==> src/rtl/um_tx_sched_if.sv <==
// Bundle of the per-channel source FIFO signals and the CDP transmit signals.
// The scheduler sits on the master side; sources and the CDP sit on the slave side.
interface um_tx_sched_if #(
    parameter int NUM_CH = 2,
    parameter int DATA_W = 139,
    parameter int RULE_W = 30
);
    logic [NUM_CH-1:0]        ch_rule_valid;
    logic [NUM_CH*RULE_W-1:0] ch_rule;
    logic [NUM_CH-1:0]        ch_rule_rd;
    logic [NUM_CH-1:0]        ch_pkt_valid;
    logic [NUM_CH*DATA_W-1:0] ch_pkt;
    logic [NUM_CH-1:0]        ch_pkt_rd;
    logic                     cdp2um_tx_enable;
    logic [4:0]               cdp2um_rule_usedw;
    logic                     um2cdp_rule_wrreq;
    logic [RULE_W-1:0]        um2cdp_rule;
    logic                     um2cdp_data_valid;
    logic [DATA_W-1:0]        um2cdp_data;

    modport master (
        input  ch_rule_valid, ch_rule, ch_pkt_valid, ch_pkt,
        input  cdp2um_tx_enable, cdp2um_rule_usedw,
        output ch_rule_rd, ch_pkt_rd,
        output um2cdp_rule_wrreq, um2cdp_rule, um2cdp_data_valid, um2cdp_data
    );

    modport slave (
        output ch_rule_valid, ch_rule, ch_pkt_valid, ch_pkt,
        output cdp2um_tx_enable, cdp2um_rule_usedw,
        input  ch_rule_rd, ch_pkt_rd,
        input  um2cdp_rule_wrreq, um2cdp_rule, um2cdp_data_valid, um2cdp_data
    );
endinterface

==> src/rtl/um_tx_sched.sv <==
// Whole-packet transmit scheduler: arbitrates NUM_CH source channels onto the CDP,
// writing one rule per packet followed by its data words, with truncation and flush.
module um_tx_sched #(
    parameter int NUM_CH     = 2,
    parameter int DATA_W     = 139,
    parameter int RULE_W     = 30,
    parameter int PRIO_CH0   = 0,
    parameter int RULE_AFULL = 28,
    parameter int MAX_WORDS  = 128
) (
    input  logic          clk,
    input  logic          reset,
    um_tx_sched_if.master bus,
    output logic [31:0]   tx_pkt_cnt,
    output logic [15:0]   trunc_cnt
);
    localparam int CH_W = (NUM_CH > 1) ? $clog2(NUM_CH) : 1;
    localparam int WC_W = $clog2(MAX_WORDS + 1);
    localparam logic [2:0] TYPE_TAIL = 3'b110;

    typedef enum logic [2:0] {IDLE, RULE, DATA, FLUSH, GAP} state_t;

    state_t              state;
    logic [CH_W-1:0]     gnt_ch;
    logic [CH_W-1:0]     rr_last;
    logic [WC_W-1:0]     wc;
    logic                rule_wrreq_q;
    logic [RULE_W-1:0]   rule_q;
    logic                data_valid_q;
    logic [DATA_W-1:0]   data_q;

    logic                arb_valid;
    logic [CH_W-1:0]     arb_ch;
    logic                grant_ok;
    logic [RULE_W-1:0]   sel_rule;
    logic [DATA_W-1:0]   sel_word;
    logic                sel_valid;
    logic                sel_tail;
    logic [NUM_CH-1:0]   rule_rd;
    logic [NUM_CH-1:0]   pkt_rd;

    function automatic logic [CH_W-1:0] wrap_ch(input int v);
        return CH_W'(v % NUM_CH);
    endfunction

    // Round-robin search starts just after the last grant; with PRIO_CH0 set,
    // channel 0 pre-empts the search and is skipped inside it.
    always_comb begin
        arb_valid = 1'b0;
        arb_ch    = '0;
        if (PRIO_CH0 != 0 && bus.ch_rule_valid[0]) begin
            arb_valid = 1'b1;
        end else begin
            for (int k = 1; k <= NUM_CH; k++) begin
                if (!arb_valid && bus.ch_rule_valid[wrap_ch(int'(rr_last) + k)] &&
                    !(PRIO_CH0 != 0 && wrap_ch(int'(rr_last) + k) == '0)) begin
                    arb_valid = 1'b1;
                    arb_ch    = wrap_ch(int'(rr_last) + k);
                end
            end
        end
    end

    assign grant_ok = bus.cdp2um_tx_enable && (int'(bus.cdp2um_rule_usedw) < RULE_AFULL);

    always_comb begin
        sel_rule  = '0;
        sel_word  = '0;
        sel_valid = 1'b0;
        for (int i = 0; i < NUM_CH; i++) begin
            if (gnt_ch == CH_W'(i)) begin
                sel_rule  = bus.ch_rule[i*RULE_W +: RULE_W];
                sel_word  = bus.ch_pkt[i*DATA_W +: DATA_W];
                sel_valid = bus.ch_pkt_valid[i];
            end
        end
    end

    assign sel_tail = (sel_word[DATA_W-1 -: 3] == TYPE_TAIL);

    always_comb begin
        rule_rd = '0;
        pkt_rd  = '0;
        if (state == RULE) begin
            rule_rd[gnt_ch] = 1'b1;
        end
        if (state == DATA || state == FLUSH) begin
            pkt_rd[gnt_ch] = sel_valid;
        end
    end

    assign bus.ch_rule_rd        = rule_rd;
    assign bus.ch_pkt_rd         = pkt_rd;
    assign bus.um2cdp_rule_wrreq = rule_wrreq_q;
    assign bus.um2cdp_rule       = rule_q;
    assign bus.um2cdp_data_valid = data_valid_q;
    assign bus.um2cdp_data       = data_q;

    // Transmit state machine; strobes default low so every write is a one-cycle pulse.
    always_ff @(posedge clk or negedge reset) begin
        if (!reset) begin
            state        <= IDLE;
            gnt_ch       <= '0;
            rr_last      <= CH_W'(NUM_CH - 1);
            wc           <= '0;
            rule_wrreq_q <= 1'b0;
            rule_q       <= '0;
            data_valid_q <= 1'b0;
            data_q       <= '0;
            tx_pkt_cnt   <= '0;
            trunc_cnt    <= '0;
        end else begin
            rule_wrreq_q <= 1'b0;
            data_valid_q <= 1'b0;
            case (state)
                IDLE: begin
                    if (arb_valid && grant_ok) begin
                        gnt_ch  <= arb_ch;
                        rr_last <= arb_ch;
                        state   <= RULE;
                    end
                end
                RULE: begin
                    rule_wrreq_q <= 1'b1;
                    rule_q       <= sel_rule;
                    wc           <= '0;
                    state        <= DATA;
                end
                DATA: begin
                    if (sel_valid) begin
                        data_valid_q <= 1'b1;
                        wc           <= wc + 1'b1;
                        if (sel_tail) begin
                            data_q     <= sel_word;
                            tx_pkt_cnt <= tx_pkt_cnt + 32'd1;
                            state      <= GAP;
                        end else if (wc == WC_W'(MAX_WORDS - 1)) begin
                            // Over-long packet: close it with a forced tail, drop the rest.
                            data_q     <= {TYPE_TAIL, sel_word[DATA_W-4:0]};
                            tx_pkt_cnt <= tx_pkt_cnt + 32'd1;
                            if (trunc_cnt != 16'hFFFF) begin
                                trunc_cnt <= trunc_cnt + 16'd1;
                            end
                            state      <= FLUSH;
                        end else begin
                            data_q <= sel_word;
                        end
                    end
                end
                FLUSH: begin
                    if (sel_valid && sel_tail) begin
                        state <= GAP;
                    end
                end
                GAP: begin
                    state <= IDLE;
                end
                default: begin
                    state <= IDLE;
                end
            endcase
        end
    end
endmodule
==> src/flat_wrapper.sv <==
// flat-port wrapper written by rule: the top's interface ports become plain ports
module um_tx_sched_flat 
#(
    parameter int NUM_CH     = 2,
    parameter int DATA_W     = 139,
    parameter int RULE_W     = 30,
    parameter int PRIO_CH0   = 0,
    parameter int RULE_AFULL = 28,
    parameter int MAX_WORDS  = 128
)
  (clk, reset, tx_pkt_cnt, trunc_cnt, bus_ch_rule_valid, bus_ch_rule, bus_ch_pkt_valid, bus_ch_pkt, bus_cdp2um_tx_enable, bus_cdp2um_rule_usedw, bus_ch_rule_rd, bus_ch_pkt_rd, bus_um2cdp_rule_wrreq, bus_um2cdp_rule, bus_um2cdp_data_valid, bus_um2cdp_data);
  um_tx_sched_if #(.NUM_CH(NUM_CH), .DATA_W(DATA_W), .RULE_W(RULE_W)) bus_i ();
  input  logic clk;
  input  logic reset;
  output logic [31:0] tx_pkt_cnt;
  output logic [15:0] trunc_cnt;
  input wire logic [$bits(bus_i.ch_rule_valid)-1:0] bus_ch_rule_valid;
  input wire logic [$bits(bus_i.ch_rule)-1:0] bus_ch_rule;
  input wire logic [$bits(bus_i.ch_pkt_valid)-1:0] bus_ch_pkt_valid;
  input wire logic [$bits(bus_i.ch_pkt)-1:0] bus_ch_pkt;
  input wire logic [$bits(bus_i.cdp2um_tx_enable)-1:0] bus_cdp2um_tx_enable;
  input wire logic [$bits(bus_i.cdp2um_rule_usedw)-1:0] bus_cdp2um_rule_usedw;
  output wire logic [$bits(bus_i.ch_rule_rd)-1:0] bus_ch_rule_rd;
  output wire logic [$bits(bus_i.ch_pkt_rd)-1:0] bus_ch_pkt_rd;
  output wire logic [$bits(bus_i.um2cdp_rule_wrreq)-1:0] bus_um2cdp_rule_wrreq;
  output wire logic [$bits(bus_i.um2cdp_rule)-1:0] bus_um2cdp_rule;
  output wire logic [$bits(bus_i.um2cdp_data_valid)-1:0] bus_um2cdp_data_valid;
  output wire logic [$bits(bus_i.um2cdp_data)-1:0] bus_um2cdp_data;
  assign bus_i.ch_rule_valid = bus_ch_rule_valid;
  assign bus_i.ch_rule = bus_ch_rule;
  assign bus_i.ch_pkt_valid = bus_ch_pkt_valid;
  assign bus_i.ch_pkt = bus_ch_pkt;
  assign bus_i.cdp2um_tx_enable = bus_cdp2um_tx_enable;
  assign bus_i.cdp2um_rule_usedw = bus_cdp2um_rule_usedw;
  assign bus_ch_rule_rd = bus_i.ch_rule_rd;
  assign bus_ch_pkt_rd = bus_i.ch_pkt_rd;
  assign bus_um2cdp_rule_wrreq = bus_i.um2cdp_rule_wrreq;
  assign bus_um2cdp_rule = bus_i.um2cdp_rule;
  assign bus_um2cdp_data_valid = bus_i.um2cdp_data_valid;
  assign bus_um2cdp_data = bus_i.um2cdp_data;
  um_tx_sched #(.NUM_CH(NUM_CH), .DATA_W(DATA_W), .RULE_W(RULE_W), .PRIO_CH0(PRIO_CH0), .RULE_AFULL(RULE_AFULL), .MAX_WORDS(MAX_WORDS)) u_core (.clk(clk), .reset(reset), .bus(bus_i), .tx_pkt_cnt(tx_pkt_cnt), .trunc_cnt(trunc_cnt));
endmodule
==> config.mk <==
export PLATFORM = sky130hd
export DESIGN_NAME = um_tx_sched_flat
export DESIGN_NICKNAME = d
export VERILOG_FILES = /design/src/rtl/um_tx_sched_if.sv /design/src/rtl/um_tx_sched.sv /design/src/flat_wrapper.sv
export SDC_FILE = /design/constraint.sdc
export NUM_CORES = 1
export LEC_CHECK = 0
export BUFFER_PORTS_ARGS = -buffer_cell sky130_fd_sc_hd__buf_2
export CAP_MARGIN = 20
export CELL_PAD_IN_SITES_DETAIL_PLACEMENT = 0
export CELL_PAD_IN_SITES_GLOBAL_PLACEMENT = 1
export CORE_AREA = 2 2 222 224
export CTS_BUF_LIST = sky130_fd_sc_hd__clkbuf_8
export DETAILED_ROUTE_END_ITERATION = 8
export DIE_AREA = 0 0 224 226
export PLACE_DENSITY_LB_ADDON = 0.1
export SLEW_MARGIN = 25
export SYNTH_ARGS = -nofsm -noshare
export SYNTH_HDL_FRONTEND = slang
export SYNTH_SLANG_ARGS = --single-unit
==> constraint.sdc <==
create_clock -name clk -period 2.5 [get_ports clk]
set_clock_uncertainty 0.1 [all_clocks]
set_input_delay 0.5 -clock clk [delete_from_list [all_inputs] [get_ports clk]]
set_output_delay 0.5 -clock clk [all_outputs]
set_load 0.02 [all_outputs]
==> summary.txt, run 1 <==
Drt
  – Final WL: 40200 um
  – M1 wire length: 16100 um
  – Met2 wire length: 20500 um
  – Routed Antenna Nets: 0
  – Vias per cell: around 4.2
  – Initial drt markers: between 400 and 500
  – DR WL/cell: between 15 and 20 um
  – Remaining DRCs: 0
  – 1st-pass router iterations: 4
  – Met3 WL: 2720 um
  – DR top layer: met5
  – Vias post-DR: approximately 9500

Power
  – Internal power: slightly above 10 mW
  – Pwr/cell area: 1160 nW/um^2
  – Register share of total power: 0.332
  – Worst vdd ir: 0.795 mV
  – Psw: around 7.6 mW
  – Clock share of power: 0.214
  – Logic gate share of total power: 0.454
  – Lkg Pwr: 7.87 nW
  – Overall power: around 18 mW
  – Sw frac: 0.428

Yosys
  – Mapped Nets: 1372
  – #FFs+latches synth: about 230
  – Ys Warns: 0
  – Synth Area per Inst: 10.6 sq um
  – Share of synthesized registers carrying an async set or reset: 1.00
  – Netlist cell types: 50
  – Sequential-to-total area share from yosys stat: 0.540
  – Yosys top cell by area: dfrtp_1
  – Top_reg_cell synth: dfrtp_1
  – Mapped cell area: 10800 sq um
  – Top cells by area, synth: dfrtp_1 54%, mux2i_1 16%, o21ai_0 6.7%
  – Post-synth EDFFs: 0
  – Cells after Synth: 1019
  – Synth top area share: 0.538

CTS
  – H-tree Lvls: 2
  – Clock Tree Buf Depth: 3
  – CTS tree: yes
  – Clk sink count: around 230
  – Worst-skew pair later-pin latency: around 0.60 ns
  – Root Buffer: clkbuf_8
  – Total CTS buffers: 46
  – Clk pin slew, worst setup/hold paths: 0.06 ns

Layout
  – Layout fillers: ~5200
  – Leading cell types in the layout, fill and taps excluded: 569 x buf_2, 228 x dfrtp_1, 169 x mux2i_1
  – ANT cells: 0
  – Area grow syn2layout: 43.4%
  – Share of cells above drive strength 1: 0.424
  – Leading cell type in the layout, fill and taps excluded: buf_2
  – Core Util, Final: 0.319
  – Nets@finish: 1955

Timing
  – Total Neg Setup Slack: 0 ns
  – Max-slew headroom: 0.539
  – Final period util: 0.945
  – Setup violators final: 0
  – RSZ-0062 raised after global routing: false
  – Fin crit period: 2.36 ns
  – Fin. max-slew vios: 0
  – Final Hold Fails: 0
  – Fmax: roughly 420 MHz
  – Worst slew pin tran: between 0.6 and 0.7 ns
  – Final worst slack: between 0.1 and 0.15 ns

Place
  – GP Congestion: approximately 0.76
  – IO buf count: 570
  – Setup WS pre-CTS: 0.144 ns
  – Dpl hpwl: 30300 um

Worst setup path
  – CP Cell Sequence: buf_16 > and2_1 > buf_2
  – WP buf/inv: 2
  – Critical path type: reg2out
  – Max incr delay on CP: 0.55 ns
  – CP endpoint kind: output pin
  – Startpoint Class: flip-flop
  – WP data arrival: between 1.5 and 2 ns
  – Crit-path slowest cell: dfrtp_4
  – Critical Path RT: 1.90 ns
  – Family with the most delay on the worst path: flip-flops
  – CP max FO: 42
  – R2R Setup Slk: 0.23 ns

Floorplan
  – Die height: 226 um
  – Full die area: 50600 sq um
  – Initial Util: 0.222
  – # IOs: 573
  – Die X: approximately 220 um
  – Core area: 48300 sq um
  – FP Rows: approximately 80

Global route
  – Grt ovf: 0
  – Initial antenna violation count: 2
  – Vias in the first global route: 9683
  – Largest net degree at the start of global routing: 94
  – GR Util All Layers: 0.154
  – First-pass GRT wire length: 59300 um

Hold path
  – Class of the worst hold path: in2reg

Flow run
  – Max Cap Viol: 0

Run status
  – Status: finished, final reports clean
## cells in the mapped netlist (all sizes together) (4+ instances only)
cell / instances
nand2: 160
and3: 11
buf: 25
xor2: 10
xnor2: 39
a21oi: 35
and4: 7
dfrtp: 231
mux2: 7
clkbuf: 41
nand4: 19
nor3: 10
nor4: 5
o21ai: 143
mux2i: 169
nor2: 44
nor2b: 4
nand3: 19
inv: 5
## cell families (layout without fill, tap and decap cells)
kind of cell               after synthesis  count (layout)  synth area share
DFF                                    232             232             0.540
AOI/OAI and AO/OA                      196             196            0.0989
muxes                                  176             176             0.165
adders and majority gates                3               3           0.00349
buffers and inverters                   71             679            0.0292
and+or+nand+nor                        292             292             0.124
xor gates and xnor gates                49              49            0.0399
## through the flow
step / instance area (sq um) / std cells / hold WS, ns
6_report: 15400 / 2249 / 0.0961
5_1_grt: 15400 / 2249 / 0.0650
4_1_cts: 15400 / 2248 / 0.0258
3_5_place_dp: 14500 / 2173 / 0.365
3_3_place_gp: 14500 / 2173 / 0.360
2_1_floorplan: 10800 / 1019 / 0.104
## worst paths after layout
check,start,cells after the start,end
min reg2reg,u_core.bus.um2cdp_data[46],2,u_core.bus.um2cdp_data[46]
min in group asynchronous,reset,2,u_core.bus.um2cdp_data[1]
max in group asynchronous,reset,3,u_core.bus.um2cdp_data[37]
min,bus_ch_pkt[142],3,u_core.bus.um2cdp_data[3]
max reg2reg,u_core.gnt_ch,5,u_core.bus.um2cdp_data[100]
max,u_core.gnt_ch,3,bus_ch_rule_rd[1]
## per-layer routing
metal | vias up | GRT usage
met1 | 4441 | 0.177
met4 | 2 | 0.0510
met3 | 58 | 0.0420
met5 | - | 0
met2 | 318 | 0.276
li1 | 4717 | -
## flip-flops by register name (all words and copies together) (netlist names)
name	flops
u_core.wc	8
u_core.trunc_cnt	16
u_core.bus.um2cdp_data_valid	1
u_core.tx_pkt_cnt	32
u_core.bus.um2cdp_rule_wrreq	1
u_core.bus.um2cdp_data	139
u_core.state	3
u_core.gnt_ch	1
u_core.rr_last	1
u_core.bus.um2cdp_rule	30
## tightest hold or removal path: cells and delay by family
family | cells | cell delay [ns]
compound gates | 1 | 0.13
buf+inv | 1 | 0.07
mux | 1 | 0.05
## timing repair
action,4_1_cts,5_1_grt
hold buffers,1,0
endpoints found under the hold margin,50,0
pin swaps,0,0
setup buffers,0,1
setup endpoints to repair,2,3
gates resized for setup,5,3
cloned,1,0
## cell type report
type | instances | area (sq um) | share of cell area
timing repair buffer | 601 | 3260 | 0.211
inverter | 5 | 18.8 | 0.00122
clock buffer | 57 | 785 | 0.0509
clock inverter | 16 | 104 | 0.00673
sequential | 232 | 5810 | 0.377
tap | 622 | 778 | 0.0505
multi-input combinational | 716 | 4670 | 0.303
## power groups by stage
stage	combinational, mW	sequential [mW]	clock [mW]
floorplan	3.41	7.58	0
global placement	8.18	5.93	0
detailed placement	8.21	5.98	0
CTS	8.32	5.94	4.03
global route	8.91	6.13	4.18
finish	8.10	5.92	3.82
Power figures use the tool's default switching activity.
==> run 2: changes to the inputs <==
--- a/config.mk
+++ b/config.mk
@@ -13,7 +13,7 @@
 export CTS_BUF_LIST = sky130_fd_sc_hd__clkbuf_8
 export DETAILED_ROUTE_END_ITERATION = 8
 export DIE_AREA = 0 0 224 226
-export PLACE_DENSITY_LB_ADDON = 0.1
+export PLACE_DENSITY_LB_ADDON = 0.3
 export SLEW_MARGIN = 25
 export SYNTH_ARGS = -nofsm -noshare
 export SYNTH_HDL_FRONTEND = slang
==> summary.txt, run 2 (synthesis gave the netlist of run 1 again) <==
Drt
  – Initial drt markers: 444 (was 428)
  – Remaining DRCs: 0 (unchanged)
  – Vias post-DR: 9534 (was 9536)
  – Vias per cell: 4.22 (was 4.24)
  – Final WL: 37600 um (was 40200 um)
  – Routed Antenna Nets: 0 (unchanged)
  – DR WL/cell: 16.7 um (was 17.9 um)
  – 1st-pass router iterations: 4 (unchanged)

Global route
  – Vias in the first global route: 9597 (was 9683)
  – Grt ovf: 0 (unchanged)
  – Initial antenna violation count: 2 (unchanged)
  – GR Util All Layers: 0.145 (was 0.154)
  – First-pass GRT wire length: 56300 um (was 59300 um)
  – Largest net degree at the start of global routing: 85 (was 94)

Floorplan
  – Core area: 48300 sq um (unchanged)
  – FP Rows: 81 (unchanged)
  – Die X: 224 um (unchanged)
  – Initial Util: 0.222 (unchanged)
  – # IOs: 573 (unchanged)
  – Die height: 226 um (unchanged)
  – Full die area: 50600 sq um (unchanged)

Power
  – Worst vdd ir: 0.470 mV (was 0.795 mV)
  – Lkg Pwr: 7.92 nW (was 7.87 nW)
  – Overall power: 17.8 mW (about the same)
  – Pwr/cell area: 1150 nW/um^2 (was 1160 nW/um^2)

Place
  – Placed Area: 14500 sq um (about the same)
  – Dpl hpwl: 28900 um (was 30300 um)
  – IO buf count: 570 (unchanged)
  – GP Congestion: 0.787 (was 0.762)
  – Setup WS pre-CTS: 0.156 ns (was 0.144 ns)

Layout
  – Layout fillers: 5116 (was 5154)
  – Leading cell types in the layout, fill and taps excluded: 568 x buf_2, 229 x dfrtp_1, 169 x mux2i_1 (was 569 x buf_2, 228 x dfrtp_1, 169 x mux2i_1)
  – Nets@finish: 1955 (unchanged)
  – Storage cell area: 5810 sq um (about the same)
  – Max reg flops: 139 (unchanged)
  – Leading cell type in the layout, fill and taps excluded: buf_2 (unchanged)
  – Final instance area: 15500 sq um (was 15400 sq um)
  – Area grow syn2layout: 44.1% (was 43.4%)
  – Share of cells above drive strength 1: 0.423 (was 0.424)
  – Footprint of the multi-input gates: 4670 sq um (about the same)

CTS
  – H-tree Lvls: 2 (unchanged)
  – Total CTS buffers: 44 (was 46)
  – Clk pin slew, worst setup/hold paths: 0.06 ns (about the same)
  – Worst-skew pair later-pin latency: 0.58 ns (was 0.60 ns)
  – Root Buffer: clkbuf_8 (unchanged)
  – Clock Tree Buf Depth: 3 (unchanged)
  – CTS tree: yes (unchanged)
  – Clk sink count: 232 (unchanged)

Worst setup path
  – R2R Setup Slk: 0.20 ns (was 0.23 ns)
  – Max incr delay on CP: 0.37 ns (was 0.55 ns)
  – Startpoint Class: flip-flop (unchanged)
  – Reg2Reg Depth: 7 (was 5)
  – WP data arrival: 1.73 ns (was 1.76 ns)
  – RR Endpoint: u_core.tx_pkt_cnt[5] (was u_core.bus.um2cdp_data[100])
  – Critical Path RT: 1.90 ns (about the same)
  – CP endpoint kind: output pin (unchanged)
  – Critical path type: reg2out (unchanged)
  – Crit-path slowest cell: dfrtp_1 (was dfrtp_4)
  – WP buf/inv: 2 (unchanged)
  – Family with the most delay on the worst path: simple AND/OR/NAND/NOR gates (was flip-flops)
  – CP max FO: 12 (was 42)
  – CP Cell Sequence: buf_6 > nor2b_4 > nor2b_4 > and2_1 > buf_2 (was buf_16 > and2_1 > buf_2)
  – Most frequent CP cell: nor2b_4
  – Crit Reg-Reg Startpoint: u_core.wc[0] (was u_core.gnt_ch)

Timing
  – Fin. max-slew vios: 0 (unchanged)
  – Fmax: 429 MHz (was 423 MHz)
  – Total Neg Setup Slack: 0 ns (unchanged)
  – RSZ-0062 raised after global routing: false (unchanged)
  – Fin crit period: 2.33 ns (was 2.36 ns)
  – Setup violators final: 0 (unchanged)
  – Final worst slack: 0.171 ns (was 0.137 ns)
  – Worst slew pin tran: 0.617 ns (was 0.691 ns)
  – Max-slew headroom: 0.589 (was 0.539)
  – Final Hold Fails: 0 (unchanged)
  – Final period util: 0.932 (was 0.945)

Run status
  – Status: finished, final reports clean (unchanged)

Hold path
  – Worst hold start: bus_ch_pkt[67] (was bus_ch_pkt[142])
  – Cell count of the worst hold path: 3 (unchanged)
  – Class of the worst hold path: in2reg (unchanged)
  – Hold path endpoint: u_core.bus.um2cdp_data[67] (was u_core.bus.um2cdp_data[3])

Flow run
  – Max Cap Viol: 0 (unchanged)
## run 2: changes by cell type in the layout (fill, tap and decap cells not counted), sizes merged
cell    change
inv         +6
clkbuf      -1
buf         +2
diode       +1
## run 2: worst max path at each step
stage	endpoint	cells after the start	from
6_report	bus_ch_rule_rd[1]	5	u_core.state[0]
5_1_grt	bus_ch_rule_rd[1]	5	u_core.state[0]
3_5_place_dp	u_core.tx_pkt_cnt[31]	6	u_core.wc[1]
3_3_place_gp	u_core.tx_pkt_cnt[31]	6	u_core.wc[1]
4_1_cts	bus_ch_rule_rd[0]	5	u_core.state[0]
2_1_floorplan	bus_ch_pkt_rd[0]	4	u_core.gnt_ch
## run 2: through the flow
| step | hold WS [ns] | util | cells |
|---|---|---|---|
| final | 0.101 | 0.320 | 2257 |
| after global routing | 0.0662 | 0.320 | 2257 |
| after CTS | 0.0331 | 0.320 | 2255 |
| after detailed placement | 0.365 | 0.300 | 2174 |
| after global placement | 0.360 | 0.300 | 2174 |
| after floorplan | 0.104 | - | 1019 |
## run 2: per-layer routing
metal | share of wire | global-route usage
met1 | 0.40 | 0.168
met2 | 0.51 | 0.261
met3 | 0.065 | 0.0397
met4 | 0.019 | 0.0402
met5 | 0 | 0
## run 2: cell type report
class | count | share of cell area
inverters | 5 | 0.00121
repair buffers | 603 | 0.214
flip-flops and latches | 232 | 0.375
multi-input cells | 716 | 0.301
well taps | 622 | 0.0502
clock buffers | 56 | 0.0497
diodes | 1 | 0.000162
clock inverters | 22 | 0.00816
## run 2: repair_timing
item                                    in CTS  in global routing
gates resized for setup                      2                  8
endpoints found under the setup margin       3                  6
endpoints found under the hold margin       57                  0
buffers inserted                             1                  1
pin swaps                                    0                  0
gates cloned                                 1                  0
hold buffers                                 1                  0
## run 2: worst reg2reg max path, delay by kind of cell (launching register included)
| kind | cells | cell delay, ns |
|---|---|---|
| buffers and inverters | 1 | 0.18 |
| AOI/OAI and AO/OA | 1 | 0.35 |
| DFF | 1 | 0.40 |
| and+or+nand+nor | 3 | 0.86 |
| xor gates and xnor gates | 1 | 0.13 |
| adders and majority gates | 1 | 0.21 |
## run 2: power by group
group	leakage [nW]	switching [mW]	internal, mW	total, mW
Sequential	2.89	0.720	5.18	5.90
Combinational	4.52	5.14	2.95	8.09
Clock	0.512	1.68	2.11	3.80
